===== config.mk =====
export PLATFORM = sky130hd
export DESIGN_NAME = oam_dma_arbiter
export DESIGN_NICKNAME = d
export VERILOG_FILES = /design/src/rtl/oam_dma_arbiter_pkg.sv /design/src/rtl/oam_dma_engine.sv /design/src/rtl/oam_dma_arbiter.sv
export SDC_FILE = /design/constraint.sdc
export NUM_CORES = 1
export LEC_CHECK = 0
export CORE_AREA = 2 2 75 92
export DETAILED_ROUTE_END_ITERATION = 10
export DIE_AREA = 0 0 77 94
export GPL_ROUTABILITY_DRIVEN = 1
export GPL_TIMING_DRIVEN = 1
export PLACE_DENSITY = 0.8
export SLEW_MARGIN = 25
export SYNTH_ARGS = -nofsm -noshare
export SYNTH_HDL_FRONTEND = slang
export SYNTH_SLANG_ARGS = --single-unit
export TNS_END_PERCENT = 10

===== constraint.sdc =====
create_clock -name clk -period 2 [get_ports clk]
set_input_delay 0.3 -clock clk [delete_from_list [all_inputs] [get_ports clk]]
set_output_delay 0.3 -clock clk [all_outputs]
set_load 0.05 [all_outputs]

===== src/rtl/oam_dma_arbiter_pkg.sv =====
// Shared types and constants for the OAM DMA arbiter.
//   dma_state_t   : DMA engine FSM states
//   rd_route_t    : source selected for the next CPU read return
//   dma_src_map() : folds echo-RAM source pages (E0..FF) down by 0x20
package oam_dma_arbiter_pkg;

    typedef enum logic [1:0] {
        s_DMA_IDLE  = 2'd0,
        s_DMA_START = 2'd1,
        s_DMA_XFER  = 2'd2
    } dma_state_t;

    typedef enum logic [1:0] {
        ROUTE_MEM = 2'd0,
        ROUTE_HI  = 2'd1,
        ROUTE_REG = 2'd2,
        ROUTE_FF  = 2'd3
    } rd_route_t;

    localparam logic [15:0] DMA_REG_ADDR = 16'hFF46;
    localparam logic [15:0] OAM_BASE     = 16'hFE00;
    localparam logic [15:0] HI_BASE      = 16'hFF00;
    localparam logic [7:0]  ECHO_BASE_HI = 8'hE0;

    // Pages E0..FF mirror C0..DF, so the transfer really reads 0x20 pages lower.
    function automatic logic [7:0] dma_src_map(input logic [7:0] reg_val);
        if (reg_val < ECHO_BASE_HI) begin
            return reg_val;
        end else begin
            return reg_val - 8'h20;
        end
    endfunction

endpackage


===== src/rtl/oam_dma_engine.sv =====
// OAM DMA engine: start delay, then a read/latch/write sequence per byte
// copying DMA_LEN bytes from {src_eff, idx} into OAM_BASE + idx.
// Ports:
//   clk, rst          : clock, asynchronous active-high reset
//   trigger           : CPU write to the DMA register; (re)starts a transfer
//   src_reg           : current DMA register value (source page)
//   mem_rdata         : main bus read data, valid the cycle after a read
//   active            : engine owns the main bus
//   bus_read_en/write : main bus strobes requested by the engine
//   bus_addr/wdata    : main bus address and write data requested
module oam_dma_engine
    import oam_dma_arbiter_pkg::*;
#(
    parameter int CYCLES_PER_BYTE = 4,
    parameter int DMA_LEN         = 160
) (
    input  logic        clk,
    input  logic        rst,
    input  logic        trigger,
    input  logic [7:0]  src_reg,
    input  logic [7:0]  mem_rdata,
    output logic        active,
    output logic        bus_read_en,
    output logic        bus_write_en,
    output logic [15:0] bus_addr,
    output logic [7:0]  bus_wdata
);

    localparam int PW = $clog2(CYCLES_PER_BYTE);
    localparam logic [PW-1:0] PH_READ  = PW'(0);
    localparam logic [PW-1:0] PH_LATCH = PW'(1);
    localparam logic [PW-1:0] PH_WRITE = PW'(2);
    localparam logic [PW-1:0] PH_LAST  = PW'(CYCLES_PER_BYTE - 1);
    localparam logic [7:0]    IDX_LAST = 8'(DMA_LEN - 1);

    dma_state_t      state_r;
    logic [PW-1:0]   phase_r;
    logic [7:0]      idx_r;
    logic [7:0]      data_r;

    assign active = (state_r == s_DMA_XFER);

    // FSM, phase/byte counters and the byte data latch.
    always_ff @(posedge clk or posedge rst) begin
        if (rst) begin
            state_r <= s_DMA_IDLE;
            phase_r <= PW'(0);
            idx_r   <= 8'h00;
            data_r  <= 8'h00;
        end else if (trigger) begin
            // A register write always (re)starts from the start delay.
            state_r <= s_DMA_START;
            phase_r <= PW'(0);
            idx_r   <= 8'h00;
        end else begin
            case (state_r)
                s_DMA_IDLE: begin
                    phase_r <= PW'(0);
                end
                s_DMA_START: begin
                    if (phase_r == PH_LAST) begin
                        state_r <= s_DMA_XFER;
                        phase_r <= PW'(0);
                        idx_r   <= 8'h00;
                    end else begin
                        phase_r <= phase_r + PW'(1);
                    end
                end
                s_DMA_XFER: begin
                    if (phase_r == PH_LATCH) begin
                        data_r <= mem_rdata;
                    end
                    if (phase_r == PH_LAST) begin
                        phase_r <= PW'(0);
                        if (idx_r == IDX_LAST) begin
                            state_r <= s_DMA_IDLE;
                            idx_r   <= 8'h00;
                        end else begin
                            idx_r <= idx_r + 8'd1;
                        end
                    end else begin
                        phase_r <= phase_r + PW'(1);
                    end
                end
                default: begin
                    state_r <= s_DMA_IDLE;
                    phase_r <= PW'(0);
                    idx_r   <= 8'h00;
                end
            endcase
        end
    end

    // Bus request for the current phase; a write coinciding with a restart is dropped.
    always_comb begin
        bus_read_en  = 1'b0;
        bus_write_en = 1'b0;
        bus_addr     = 16'h0000;
        bus_wdata    = 8'h00;
        if (state_r == s_DMA_XFER) begin
            if (phase_r == PH_READ) begin
                bus_read_en = 1'b1;
                bus_addr    = {dma_src_map(src_reg), idx_r};
            end else if (phase_r == PH_WRITE) begin
                bus_write_en = ~trigger;
                bus_addr     = OAM_BASE + {8'h00, idx_r};
                bus_wdata    = data_r;
            end else begin
                bus_read_en = 1'b0;
            end
        end else begin
            bus_read_en = 1'b0;
        end
    end

endmodule


===== src/rtl/oam_dma_arbiter.sv =====
// CPU memory bus arbiter with OAM DMA. Holds the DMA register at 0xFF46,
// routes CPU accesses to the main bus (0x0000-0xFEFF) or high bus
// (0xFF00-0xFFFF), and locks the CPU off the main bus during a transfer.
// Ports:
//   clk, rst                       : clock, asynchronous active-high reset
//   cpu_addr/wdata/read_en/write_en: CPU request (one-cycle strobes)
//   cpu_rdata                      : read data, valid the cycle after a read
//   mem_*                          : main bus
//   hi_*                           : high bus (IO/HRAM)
//   dma_active                     : transfer currently holds the main bus
module oam_dma_arbiter
    import oam_dma_arbiter_pkg::*;
#(
    parameter int CYCLES_PER_BYTE = 4,
    parameter int DMA_LEN         = 160
) (
    input  logic        clk,
    input  logic        rst,
    input  logic [15:0] cpu_addr,
    input  logic [7:0]  cpu_wdata,
    input  logic        cpu_read_en,
    input  logic        cpu_write_en,
    output logic [7:0]  cpu_rdata,
    output logic [15:0] mem_addr,
    output logic [7:0]  mem_wdata,
    output logic        mem_read_en,
    output logic        mem_write_en,
    input  logic [7:0]  mem_rdata,
    output logic [15:0] hi_addr,
    output logic [7:0]  hi_wdata,
    output logic        hi_read_en,
    output logic        hi_write_en,
    input  logic [7:0]  hi_rdata,
    output logic        dma_active
);

    logic [7:0]  dma_reg_r;
    rd_route_t   route_r;

    logic        wr_s;
    logic        rd_s;
    logic        is_reg_s;
    logic        is_hi_s;
    logic        is_main_s;
    logic        trigger_s;

    logic        eng_active_s;
    logic        eng_rd_s;
    logic        eng_wr_s;
    logic [15:0] eng_addr_s;
    logic [7:0]  eng_wdata_s;

    // A write strobe overrides a simultaneous read.
    assign wr_s      = cpu_write_en;
    assign rd_s      = cpu_read_en & ~cpu_write_en;
    assign is_reg_s  = (cpu_addr == DMA_REG_ADDR);
    assign is_hi_s   = (cpu_addr >= HI_BASE) & ~is_reg_s;
    assign is_main_s = (cpu_addr < HI_BASE);
    assign trigger_s = wr_s & is_reg_s;

    assign dma_active = eng_active_s;

    oam_dma_engine #(
        .CYCLES_PER_BYTE (CYCLES_PER_BYTE),
        .DMA_LEN         (DMA_LEN)
    ) u_engine (
        .clk          (clk),
        .rst          (rst),
        .trigger      (trigger_s),
        .src_reg      (dma_reg_r),
        .mem_rdata    (mem_rdata),
        .active       (eng_active_s),
        .bus_read_en  (eng_rd_s),
        .bus_write_en (eng_wr_s),
        .bus_addr     (eng_addr_s),
        .bus_wdata    (eng_wdata_s)
    );

    // DMA register: loaded by CPU writes to 0xFF46.
    always_ff @(posedge clk or posedge rst) begin
        if (rst) begin
            dma_reg_r <= 8'hFF;
        end else if (trigger_s) begin
            dma_reg_r <= cpu_wdata;
        end
    end

    // Read-return route, captured on each CPU read and held until the next.
    always_ff @(posedge clk or posedge rst) begin
        if (rst) begin
            route_r <= ROUTE_FF;
        end else if (rd_s) begin
            if (is_reg_s) begin
                route_r <= ROUTE_REG;
            end else if (is_hi_s) begin
                route_r <= ROUTE_HI;
            end else if (eng_active_s) begin
                route_r <= ROUTE_FF;
            end else begin
                route_r <= ROUTE_MEM;
            end
        end
    end

    // Read data mux driven by the registered route.
    always_comb begin
        cpu_rdata = 8'hFF;
        case (route_r)
            ROUTE_MEM: cpu_rdata = mem_rdata;
            ROUTE_HI:  cpu_rdata = hi_rdata;
            ROUTE_REG: cpu_rdata = dma_reg_r;
            ROUTE_FF:  cpu_rdata = 8'hFF;
            default:   cpu_rdata = 8'hFF;
        endcase
    end

    // Downstream bus muxing; the engine owns the main bus while active.
    always_comb begin
        mem_addr     = 16'h0000;
        mem_wdata    = 8'h00;
        mem_read_en  = 1'b0;
        mem_write_en = 1'b0;
        hi_addr      = 16'h0000;
        hi_wdata     = 8'h00;
        hi_read_en   = 1'b0;
        hi_write_en  = 1'b0;
        if (rst) begin
            mem_read_en = 1'b0;
        end else begin
            if (is_hi_s && (wr_s || rd_s)) begin
                hi_addr     = cpu_addr;
                hi_wdata    = wr_s ? cpu_wdata : 8'h00;
                hi_read_en  = rd_s;
                hi_write_en = wr_s;
            end else begin
                hi_read_en = 1'b0;
            end
            if (eng_active_s) begin
                mem_addr     = eng_addr_s;
                mem_wdata    = eng_wdata_s;
                mem_read_en  = eng_rd_s;
                mem_write_en = eng_wr_s;
            end else if (is_main_s && (wr_s || rd_s)) begin
                mem_addr     = cpu_addr;
                mem_wdata    = wr_s ? cpu_wdata : 8'h00;
                mem_read_en  = rd_s;
                mem_write_en = wr_s;
            end else begin
                mem_read_en = 1'b0;
            end
        end
    end

endmodule


# Word level (Yosys, flattened, before mapping)
# Cells that the tools add are included.
[classes]
n_eq_ne = 14
order_cmp = 3
bitwise_logic = 6
n_reduce_logical = 10
n_addsub = 4
muxes = 46
[op_table]
columns = ["cell", "count"]
rows = [
  ["two-way mux 16 bit", 7],
  ["two-way mux 8 bit", 13],
  ["case mux 8 bit (4 select lines)", 1],
  ["case mux 8 bit (3 select lines)", 1],
  ["two-way mux 2 bit", 10],
  ["== test 16 bit (second input constant)", 1],
  ["greater-or-equal comparator 16 bit (second input constant)", 1],
  ["< comparator 16 bit (second input constant)", 1],
  ["two-way mux 1 bit", 13],
  ["adder 10 x 9 -> 11 bit (first input constant)", 1],
  ["== test 2 bit (second input constant)", 5],
  ["!= test 3 x 1 -> 1 bit (second input constant)", 3],
  ["adder 8 x 1 -> 8 bit (second input constant)", 1],
  ["== test 8 bit (second input constant)", 1],
  ["< comparator 8 bit (second input constant)", 1],
  ["subtractor 8 x 6 -> 8 bit (second input constant)", 1],
  ["== test 2 x 1 -> 1 bit (second input constant)", 3],
  ["logical NOT 2 bit", 3],
  ["case mux 2 bit (3 select lines)", 1],
  ["AND reduction 3 bit", 2],
  ["AND reduction 4 bit", 1],
  ["AND 1 bit", 3],
  ["NOT 1 bit", 3],
  ["adder 2 x 1 -> 2 bit (second input constant)", 1],
  ["4 further kinds", 5],
]
[word_totals]
in_bits = 44
output_inout_bits = 61
wordCells = 89
ff_bits = 30

# Longest topological paths before layout
[depth]
ltp_word = 7
depth_mapped = 6
depth_no_buf = 6

# By module
# From an unflattened synthesis, not the netlist that was laid out.
[unflattened]
cells_unflattened = 276
area_unflattened_um2 = 2597.5
[modules_own_cells]
columns = ["mod", "cells_per_inst", "seq_area_each_um2", "area_per_inst_um2", "instances"]
rows = [
  ["oam_dma_engine", 134, 500.5, 1311.3, 1],
  ["oam_dma_arbiter", 142, 262.8, 1286.2, 1],
]

# Least setup slack after synthesis
# Ideal clock, no wire load.
[synth_path]
kind = "reg-to-output"
startpoint = "register u_engine.state_r[0]"
endpoint = "output port mem_addr[14]"
path_stages_with_launch = 7
required_time_ps = 1700
path_buffers = 2
slack_ps = -1129
arrival_time_ps = 2829
cell_sequence = "dfrtp_1 inv_1 ha_1 buf_2 clkbuf_1 a21oi_1 a311oi_1"
[synth_via]
elab_chain_len = 3
[synth_rtl]
columns = ["element", "line", "text"]
rows = [
  ["start, declared", "oam_dma_engine.sv:36", "dma_state_t state_r;"],
  ["start signal, assigned", "oam_dma_engine.sv:46", "state_r <= s_DMA_IDLE;"],
  ["start signal, assigned", "oam_dma_engine.sv:52", "state_r <= s_DMA_START;"],
  ["start signal, assigned", "oam_dma_engine.sv:62", "state_r <= s_DMA_XFER;"],
  ["== test 2 bit", "oam_dma_engine.sv:41", "assign active = (state_r == s_DMA_XFER);"],
  ["via dma_active", "oam_dma_arbiter.sv:34", "output logic dma_active"],
  ["two-way mux 16 bit", "oam_dma_arbiter.sv:138", "if (eng_active_s) begin"],
  ["two-way mux 16 bit", "oam_dma_arbiter.sv:127", "if (rst) begin"],
  ["end, declared", "oam_dma_arbiter.sv:24", "output logic [15:0] mem_addr,"],
]
# The timed path passes the listed nets, and every way through them passes these cells.

# Final worst setup path
[layout_path]
startpoint = "register u_engine.phase_r[1]"
endpoint = "output port mem_wdata[6]"
[layout_via]
elab_chain_len = 5
elab_cells_between_ends = 6
cone_classes = "eq/ne (1); mux (4); reduce/logical (1)"
[layout_rtl]
columns = ["element", "line", "text"]
rows = [
  ["start, declared", "oam_dma_engine.sv:37", "logic [PW-1:0] phase_r;"],
  ["start signal, assigned", "oam_dma_engine.sv:66", "phase_r <= phase_r + PW'(1);"],
  ["start signal, assigned", "oam_dma_engine.sv:82", "phase_r <= phase_r + PW'(1);"],
  ["== test 2 bit", "oam_dma_engine.sv:104", "end else if (phase_r == PH_WRITE) begin"],
  ["two-way mux 8 bit", "oam_dma_engine.sv:104", ""],
  ["two-way mux 8 bit (*)", "oam_dma_engine.sv:101", "if (phase_r == PH_READ) begin"],
  ["two-way mux 8 bit (*)", "oam_dma_arbiter.sv:138", ""],
  ["two-way mux 8 bit (*)", "oam_dma_arbiter.sv:127", ""],
  ["end, declared", "oam_dma_arbiter.sv:25", "output logic [7:0] mem_wdata,"],
]
# Every way passes the cells marked *; elsewhere a longest branch is shown, timed or not.

==> results by group <==
STA
  – Clock Skews: 11.93 ps
  – Setup violations, final: 33
  – Total negative setup slack: -2835 ps
  – Setup ws final: -211.9 ps
  – Slew @ Worst Pin: 512.7 ps
  – Final Hold Vio Count: 0
  – Achievable frequency: 452.1 MHz
  – Rel. slew slack: 0.6575
  – Min Tclk post-route: 2212 ps
  – Fin. max-slew vios: 0
  – RSZ-0062 raised after global routing: yes
  – Final period utilization: 1.106
  – Final worst hold slack: 132.7 ps

Drt
  – Total routed wirelength: 11,020 um
  – ANT nets after route: 0
  – Via/cell ratio: 5.915
  – Wirelength per Cell: 21.74 um
  – DRC: 0
  – Drt first-iter violations: 334
  – Via count: 2,999
  – Pre-antenna DRT Iters: 5

Yosys
  – Cells after synthesis: 260
  – Number of synthesized flops with an enable pin: 0
  – Synth area leaders: dfrtp_1 (21%), dfstp_2 (11%), mux2_2 (6.1%)
  – Post-synthesis async set-or-reset flop share: 1.000
  – Ys Warns: 0
  – Ys flop type: dfrtp_1
  – Count of cell types in the netlist: 49
  – Register area share after synthesis: 0.3167
  – Synthesized area: 0.002410 mm2
  – Yosys reg bits: 30
  – Syn avg cell area: 9.269 um2
  – Syn_nets: 313
  – Synth area leader: dfrtp_1
  – Synth top area share: 0.2077

Global route
  – Remaining global-route overflow: 0
  – First-pass GRT wire length: 16,660 um
  – Number of global-route vias before repair: 3,195
  – GR Util All Layers: 0.2965
  – Pin count of the biggest net entering global routing: 19
  – Initial antenna violation count: 0

Pwr
  – Max VDD drop: 0.0003094 V
  – Lkg Pwr: 0.002106 uW
  – P per Cell Area: 333.1 mW/mm2

Place
  – GP Congestion: 0.8987
  – Pre-CTS setup slack: -370.7 ps
  – Post-DP HPWL: 7084 um
  – Inst Count DP: 482
  – PortBufs: 104

Floorplanning
  – Die height: 94 um
  – Die width: 77 um
  – Initial Util: 0.3809
  – # IOs: 105
  – Die area: 0.007238 mm2
  – Cell Rows: 32
  – Core outline area: 0.006326 mm2

Clock tree
  – H-tree Lvls: 2
  – CTS Root Cell: clkbuf_8
  – Clk_lat worst skew: 290 ps
  – CTS clk-pin slew, worst paths: 70 ps
  – CTS tree: built
  – Total CTS buffers: 5
  – CTS Buffer Depth: 2
  – CTS Sinks: 30
  – CTS Hold Bufs: 0

Critical path
  – Cell count of the worst reg-to-reg path: 7
  – Crit path max fanout: 8
  – Worst R2R Setup Slack: 80 ps
  – Setup Crit Path Kind: reg -> out
  – Data arrival time of the critical path: 1910 ps
  – Crit start category: flop
  – CP Capture Type: output pin
  – WP data required: 1700 ps

Layout
  – Fillers: 325
  – Finished Core Util: 0.8036
  – Ant. Diodes: 0
  – Synth-to-Final Area Change: 111.0%
  – Final nets: 474
  – Finished Layout Cells: 507
  – Share of layout cells above drive strength 1: 0.5924

Hold path
  – Min-delay worst type: in -> async

Run
  – Max-Cap Viols: 0

Outcome
  – Outcome: finished, violations left
  – Failing checks: negative setup slack
-- synthesized netlist by cell type, types with 5 or more instances --
cell	n
a21oi_1	14
a22o_1	13
a22oi_1	8
and2_1	18
buf_2	5
clkbuf_1	7
dfrtp_1	20
dfstp_2	10
ha_1	9
inv_1	10
mux2_2	13
mux2_4	8
nand2_1	13
nand2b_1	6
nand3_1	15
nor2_1	19
nor4_1	8
o21ai_0	10
o22a_1	8
-- critical path: stages, from the launching register on --
cell and delay [ps]:
dfrtp_1 390, buf_4 140, ha_1 210, nand2b_1 170, nor2_4 50, buf_6 140, a22oi_1 270, nor2_2 80
buf_12 160
-- placed cells by master, fill, tap and decap left out, drive strengths merged, types with 3 or more instances in the layout --
master and n:
a31oi 4, and2 18, nor4 10, dlygate4sd2 3, nor2 20, buf 129
dfrtp 20, inv 9, clkdlybuf4s15 11, mux2 22, a22o 13, o22a 8
nand3 15, a22oi 8, ha 9, nand2b 6, dfstp 10, clkdlybuf4s50 24
clkbuf 6, nand2 15, o21ai 10, a21oi 15, and3 5, and4 3
nand4 4
-- state kept, by name, summed over array words and instances, names as in the netlist --
name,flops
u_engine.data_r,8
u_engine.idx_r,8
u_engine.state_r,2
route_r,2
dma_reg_r,8
u_engine.phase_r,2
-- metrics by stage --
| stage | total power [uW] | area [um2] |
|---|---|---|
| 2_1_floorplan | 872.5 | 2606 |
| 3_3_place_gp | 1173 | 4587 |
| 3_5_place_dp | 1183 | 4587 |
| 4_1_cts | 1670 | 4971 |
| 5_1_grt | 1740 | 5084 |
| 6_report | 1693 | 5084 |
-- kinds of logic after synthesis --
| kind of cell | synth area share |
|---|---|
| AOI/OAI and AO/OA | 0.2041 |
| adders and majority gates | 0.04673 |
| buffers and inverters | 0.05088 |
| muxes | 0.1153 |
| and+or+nand+nor | 0.2664 |
| DFF | 0.3167 |
-- timing repair --
item	CTS	global route
resized for setup	89	24
endpoints found under the setup margin	60	49
buffers inserted	9	3
pin swaps	25	15
gates cloned	5	0
-- power by group --
group / internal (uW) / switching (uW)
Sequential: 616 / 7.37
Combinational: 287 / 298
Clock: 241 / 243
Total: 1140 / 549
-- metal layers --
layer  track usage  routed length (um)  vias to the layer above
met3       0.05481                 878                       36
met2        0.5439                5736                      214
met5             0                   0                        -
met1        0.3361                4069                     1446
li1              -                   -                     1303
met4        0.1265                 335                        0
-- final cells by class --
type / instances / area (um2) / share of cell area
clock inverter: 2 / 10.01 / 0.001969
sequential: 30 / 764.5 / 0.1504
tap: 85 / 106.4 / 0.02092
clock buffer: 6 / 72.57 / 0.01428
timing repair buffer: 168 / 2158 / 0.4246
multi-input combinational: 206 / 1931 / 0.3798
inverter: 10 / 41.29 / 0.008122
-- final timing paths --
path	startpoint	to
min in group clk	u_engine.data_r[4]	u_engine.data_r[4]
worst max-delay path	u_engine.phase_r[1]	mem_wdata[6]
worst min register to register	u_engine.data_r[4]	u_engine.data_r[4]
max in group asynchronous	rst	dma_reg_r[2]
worst min-delay path	rst	u_engine.idx_r[7]
worst max register to register	u_engine.state_r[1]	u_engine.idx_r[7]
(Power assumes the default switching activity.)
==> RTL edit 1 (same flow settings) <==
Put a register stage on the output `dma_active`, cleared by the reset. The value now appears one clock later. The other outputs are not delayed to match.
--- a/src/rtl/oam_dma_arbiter.sv
+++ b/src/rtl/oam_dma_arbiter.sv
@@ -58,7 +58,13 @@
     assign is_main_s = (cpu_addr < HI_BASE);
     assign trigger_s = wr_s & is_reg_s;
 
-    assign dma_active = eng_active_s;
+    always_ff @(posedge clk or posedge rst) begin
+        if (rst) begin
+            dma_active <= '0;
+        end else begin
+            dma_active <= eng_active_s;
+        end
+    end
 
     oam_dma_engine #(
         .CYCLES_PER_BYTE (CYCLES_PER_BYTE),
Check against the original RTL: not equivalent (a bounded check fails within 10 cycles, from zero or initial values and one cycle with rst high).
==> RTL edit 1 against the original RTL <==
  * The run still ends with negative setup slack left
  * Non-clock buffer count decreased by 1
  * Die area unchanged
  * Sequential cell count increased by 1
  * Worst setup slack lost 0.079 ns
  * Cell count grew 2.0%
  * Synthesized cell count increased by 5.8%
  * Total power increased by 2.4%
  * Highest routed layer unchanged
  * First-iteration DRC count is 17% lower
  * Routed wire length rose by 6.0%
  * Design area fell by 1.2%
  * Maximum frequency fell by 3.5%
  * Sequential power rose by 3.2%
  * Synthesized area up 0.47%
==> RTL edit 1: results (changes against the original RTL) <==
INFO  metric run_status = finished with violations
INFO  metric violations_in_the_final_reports = negative setup slack
INFO  metric power_leakage = 2.09 nW (-0.69%)
INFO  metric drt-vias-per-instance = 6.15 (+4.0%)
INFO  metric fin_tns_setup = -5.72 ns (-2.89 ns)
INFO  metric yosys.cell_count.top_type = sky130_fd_sc_hd__nor2_1
INFO  metric vias_in_the_first_global_route = 3251 (+1.8%)
INFO  metric drt_iter0_drc = 278 (-17%)
INFO  metric grt_first_pass_wirelength = 17400 µm (+4.4%)
INFO  metric reg2reg_setup_slack = -0.08 ns (-0.16 ns)
INFO  metric yosys-top-cells-area = sky130_fd_sc_hd__dfrtp_1, sky130_fd_sc_hd__dfstp_2, sky130_fd_sc_hd__mux2_2
INFO  metric finalClockSkew = 0.00400 ns (-0.00792 ns)
INFO  metric report.final.setup_viol = 36 (+9.1%)
INFO  metric fin_ws = -0.291 ns (-0.0794 ns)
INFO  metric dpl.cell_count = 500 (+3.7%)
INFO  metric post_cts_buffers = 6 (-3)
INFO  metric synth_commonest_cells = sky130_fd_sc_hd__nor2_1, sky130_fd_sc_hd__mux2_2, sky130_fd_sc_hd__dfrtp_1
INFO  metric largest_net_degree_at_the_start_of_global_routing = 30 (+11)
INFO  metric wl_per_cell = 22.6 µm (+3.9%)
INFO  metric layout_nets = 484 (+2.1%)
INFO  metric layout-drive-gt1-share = 0.625 (+0.0326)
INFO  metric max_slew.worst_pin.slew = 0.496 ns (-0.0165 ns)
INFO  metric filler_cell_count = 358 (+10%)
INFO  metric post_synth_num_cell_types = 47 (-4.1%)
INFO  metric cpPeakStageDelay = 0.43 ns (+0.04 ns)
INFO  metric crit_arrival = 1.99 ns (+0.08 ns)
INFO  metric grt_util_all_layers = 0.310 (+0.0133)
INFO  metric hold_slack = 0.377 ns (+0.245 ns)
INFO  metric post_dp_cell_area = 0.00464 mm² (+1.2%)
INFO  metric globalplace.congestion = 0.886 (-1.4%)
==> RTL edit 1: area by class of cell <==
class                           count  area share
Multi-Input combinational cell    215       0.372
Sequential cell                    31       0.157
Clock inverter                      3     0.00299
Tap cell                           85      0.0212
Inverter                           11     0.00822
Timing Repair Buffer              167       0.425
Clock buffer                        5      0.0137
==> RTL edit 1: metal layers <==
| layer | global-route usage | wire length [µm] |
|---|---|---|
| met1 | 0.351 | 4000 |
| met2 | 0.560 | 6080 |
| met3 | 0.0433 | 884 |
| met4 | 0.171 | 715 |
| met5 | 0 | 0 |
==> RTL edit 1: cell families (layout without fill, tap and decap cells) <==
family                     Yosys count  count (layout)  share of synthesized area
muxes                               22              22                      0.102
AOI/OAI and AO/OA                   76              76                      0.212
adders and majority gates            9               9                     0.0465
DFF                                 31              31                      0.326
and+or+nand+nor                    108             108                      0.259
buffers and inverters               29             186                     0.0548
==> RTL edit 1: where the power goes <==
group	switching [W]	total, W	internal, W
clock	0.000248	0.000486	0.000238
combinational	0.000315	0.000605	0.000290
sequential	0.00000707	0.000644	0.000637
total	0.000570	0.00173	0.00116
==> RTL edit 1: how the worst max path moves through the flow <==
| stage | from | endpoint | slack [ns] | cells past startpoint |
|---|---|---|---|---|
| CTS | u_engine.state_r[0]$_DFFE_PP0P_ | mem_addr[14] | -0.25 | 9 |
| global placement | cpu_addr[10] | hi_wdata[3] | -0.34 | 7 |
| detailed placement | cpu_addr[10] | hi_wdata[4] | -0.42 | 7 |
| floorplan | cpu_addr[0] | hi_addr[0] | -0.33 | 5 |
| global route | u_engine.state_r[1]$_DFFE_PP0P_ | mem_addr[14] | -0.30 | 8 |
| finish | u_engine.state_r[1]$_DFFE_PP0P_ | mem_addr[14] | -0.29 | 8 |
==> RTL edit 2 (same settings) <==
Made on the original files. `CYCLES_PER_BYTE` is set to 4 in 2 places; all go to 8.
--- a/src/rtl/oam_dma_engine.sv
+++ b/src/rtl/oam_dma_engine.sv
@@ -11,7 +11,7 @@
 module oam_dma_engine
     import oam_dma_arbiter_pkg::*;
 #(
-    parameter int CYCLES_PER_BYTE = 4,
+    parameter int CYCLES_PER_BYTE = 8,
     parameter int DMA_LEN         = 160
 ) (
     input  logic        clk,
--- a/src/rtl/oam_dma_arbiter.sv
+++ b/src/rtl/oam_dma_arbiter.sv
@@ -11,7 +11,7 @@
 module oam_dma_arbiter
     import oam_dma_arbiter_pkg::*;
 #(
-    parameter int CYCLES_PER_BYTE = 4,
+    parameter int CYCLES_PER_BYTE = 8,
     parameter int DMA_LEN         = 160
 ) (
     input  logic        clk,
Behaviour: not the same (a bounded check fails within 10 cycles, from zero or initial values and one cycle with rst high).
==> RTL edit 2 against the original RTL <==
  * The run still ends with negative setup slack left
  * Maximum frequency barely moved
  * Routed wire length fell by 11%
  * Count of clock-buffer cells in the layout unchanged
  * Total power rose by 3.3%
  * Non-clock buffer count shrank 7
  * Worst setup slack worse by 0.0016 ns
  * Critical endpoint is now mem_addr[14]
  * Design area fell by 7.7%
  * Sequential share of layout area grew 1.8 points
  * Synthesized area is 3.6% higher
  * Sequential cell count rose by 1
==> RTL edit 2: results (changes against the original RTL) <==
INFO  metric layout_nets = 472 (-0.42%)
INFO  metric run_status = finished with violations
INFO  metric seq_area_frac_synth = 0.316 (-0.000929)
INFO  metric vias = 2777 (-7.4%)
INFO  metric cts_inserted_buffers = 5 (unchanged)
INFO  metric postSynth.asyncResetShare = 1.00 (unchanged)
INFO  metric placement.io_buffers = 104 (unchanged)
INFO  metric antenna_found_initial = 0 (unchanged)
INFO  metric grt_util_all_layers = 0.268 (-0.0284)
INFO  metric cts_resized = 136 (+53%)
INFO  metric max-vdd-ir-drop = 0.000269 V (-13%)
INFO  metric power_leakage = 1.97 nW (-6.7%)
INFO  metric post_cts_buffers = 6 (-3)
INFO  metric cts_max_path_buffers = 2 (unchanged)
INFO  metric grt_first_pass_wirelength = 15100 µm (-9.1%)
INFO  metric power_density = 373 mW/mm² (+12%)
INFO  metric largest_net_degree_at_the_start_of_global_routing = 32 (+13)
INFO  metric fin_ws = -0.214 ns (-0.00162 ns)
INFO  metric cpPeakStageDelay = 0.59 ns (+0.20 ns)
INFO  metric critical_path.max_fanout = 5 (-3)
INFO  metric critPathSlowestCell = sky130_fd_sc_hd__dfstp_2
INFO  metric warnings_from_yosys = 0 (unchanged)
INFO  metric globalplace.congestion = 0.866 (-3.6%)
INFO  metric clk_transition_reported_paths = 0.07 ns (about the same)
INFO  metric diode_insertion_count_for_antenna_repair = 0 (unchanged)
INFO  metric report.final.setup_viol = 41 (+24%)
INFO  metric synth_commonest_cells = sky130_fd_sc_hd__dfrtp_1, sky130_fd_sc_hd__nor2_1, sky130_fd_sc_hd__and2_1
INFO  metric post_synth_num_cell_types = 59 (+20%)
INFO  metric layout-drive-gt1-share = 0.582 (-0.0101)
INFO  metric place.detailed.hpwl = 6440 µm (-9.1%)
INFO  metric htree_num_levels = 2 (unchanged)
INFO  metric drtPass1Iterations = 4 (-1)
INFO  metric drt_iter0_drc = 147 (-56%)
INFO  metric final_hold_viol_count = 0 (unchanged)
INFO  metric wl_per_cell = 19.5 µm (-10%)
INFO  metric clkLatencyLatePin = 0.29 ns (about the same)
INFO  metric fin_tns_setup = -5.11 ns (-2.27 ns)
INFO  metric yosys-top-cells-area = sky130_fd_sc_hd__dfrtp_1, sky130_fd_sc_hd__dfstp_2, sky130_fd_sc_hd__mux2_2
INFO  metric filler_cell_count = 446 (+37%)
INFO  metric worstHoldPathType = in2async
INFO  metric finalClockSkew = 0.00966 ns (-0.00227 ns)
INFO  metric slew_headroom = 0.721 (+0.0638)
INFO  metric clock_tree.root_cell = sky130_fd_sc_hd__clkbuf_8
INFO  metric crit_arrival = 1.91 ns (about the same)
INFO  metric violations_in_the_final_reports = negative setup slack
INFO  metric synth_flop_cell = sky130_fd_sc_hd__dfrtp_1
INFO  metric cpLargestDelayFamily = flip-flops
INFO  metric vias_in_the_first_global_route = 2901 (-9.2%)
INFO  metric setup_ws_pre_cts = -0.437 ns (-0.0661 ns)
INFO  metric biggestRegsByFlops = dma_reg_r (8), u_engine.data_r (8), u_engine.idx_r (8)
INFO  metric synth_nets = 321 (+2.6%)
-- RTL edit 2: changes by cell type in the layout (fill, tap and decap cells not counted), moves of 6 or more --
cell,before,now
sky130_fd_sc_hd__buf_12,58,12
sky130_fd_sc_hd__mux2i_1,0,9
sky130_fd_sc_hd__buf_6,14,36
sky130_fd_sc_hd__buf_8,0,15
sky130_fd_sc_hd__and2_2,0,8
sky130_fd_sc_hd__and2_4,17,11
-- RTL edit 2: final timing paths --
| check | start | endpoint | slack [ns] | cells past startpoint |
|---|---|---|---|---|
| min in group clk | u_engine.data_r[1]$_DFFE_PP0P_ | u_engine.data_r[1]$_DFFE_PP0P_ | 0.52 | 1 |
| max | dma_reg_r[5]$_DFFE_PP1N_ | mem_addr[14] | -0.21 | 7 |
| min | rst | u_engine.idx_r[6]$_DFFE_PP0P_ | 0.31 | 3 |
| min reg2reg | u_engine.data_r[1]$_DFFE_PP0P_ | u_engine.data_r[1]$_DFFE_PP0P_ | 0.52 | 1 |
| max in group asynchronous | rst | dma_reg_r[7]$_DFFE_PP1N_ | 1.35 | 3 |
| max reg2reg | u_engine.phase_r[1]$_DFF_PP0_ | u_engine.idx_r[5]$_DFFE_PP0P_ | 0.05 | 7 |
-- RTL edit 2: logic make-up (layout without fill, tap and decap cells) --
group                      after synthesis  count (layout)  synth area share
buffers and inverters                   28             180            0.0526
and+or+nand+nor                        100             100             0.241
DFF                                     31              31             0.316
AOI/OAI and AO/OA                       67              67             0.193
adders and majority gates               10              10            0.0501
muxes                                   31              31             0.147
-- RTL edit 2: worst min-delay path: cells and delay by family --
kind | cells | cell delay (ns)
buffers and inverters | 3 | 0.71
-- RTL edit 2: area by class of cell --
type | count | area [µm²] | area share
clock buffers | 6 | 72.6 | 0.0155
multi-input cells | 208 | 2000 | 0.426
inverters | 11 | 41.3 | 0.00880
well taps | 85 | 106 | 0.0227
repair buffers | 161 | 1670 | 0.356
clock inverters | 2 | 12.5 | 0.00267
flip-flops and latches | 31 | 788 | 0.168
-- RTL edit 2: power breakdown --
group / total [W] / leakage [nW] / switching, W / internal (W)
combinational: 0.000613 / 1.55 / 0.000325 / 0.000288
clock: 0.000481 / 0.0412 / 0.000238 / 0.000243
sequential: 0.000656 / 0.379 / 0.0000153 / 0.000641
-- RTL edit 2: through the flow --
step | util | instance area, µm² | cells
global route | 0.741 | 4690 | 504
floorplan | - | 2790 | 267
global placement | 0.662 | 4190 | 488
CTS | 0.734 | 4640 | 503
finish | 0.741 | 4690 | 504
detailed placement | 0.662 | 4190 | 488
-- RTL edit 2: routing by layer --
metal / wire (µm) / track usage / up-vias
li1: - / - / 1282
met1: 3790 / 0.312 / 1364
met2: 5300 / 0.509 / 110
met3: 426 / 0.0288 / 21
met4: 293 / 0.0923 / 0
met5: 0 / 0 / -
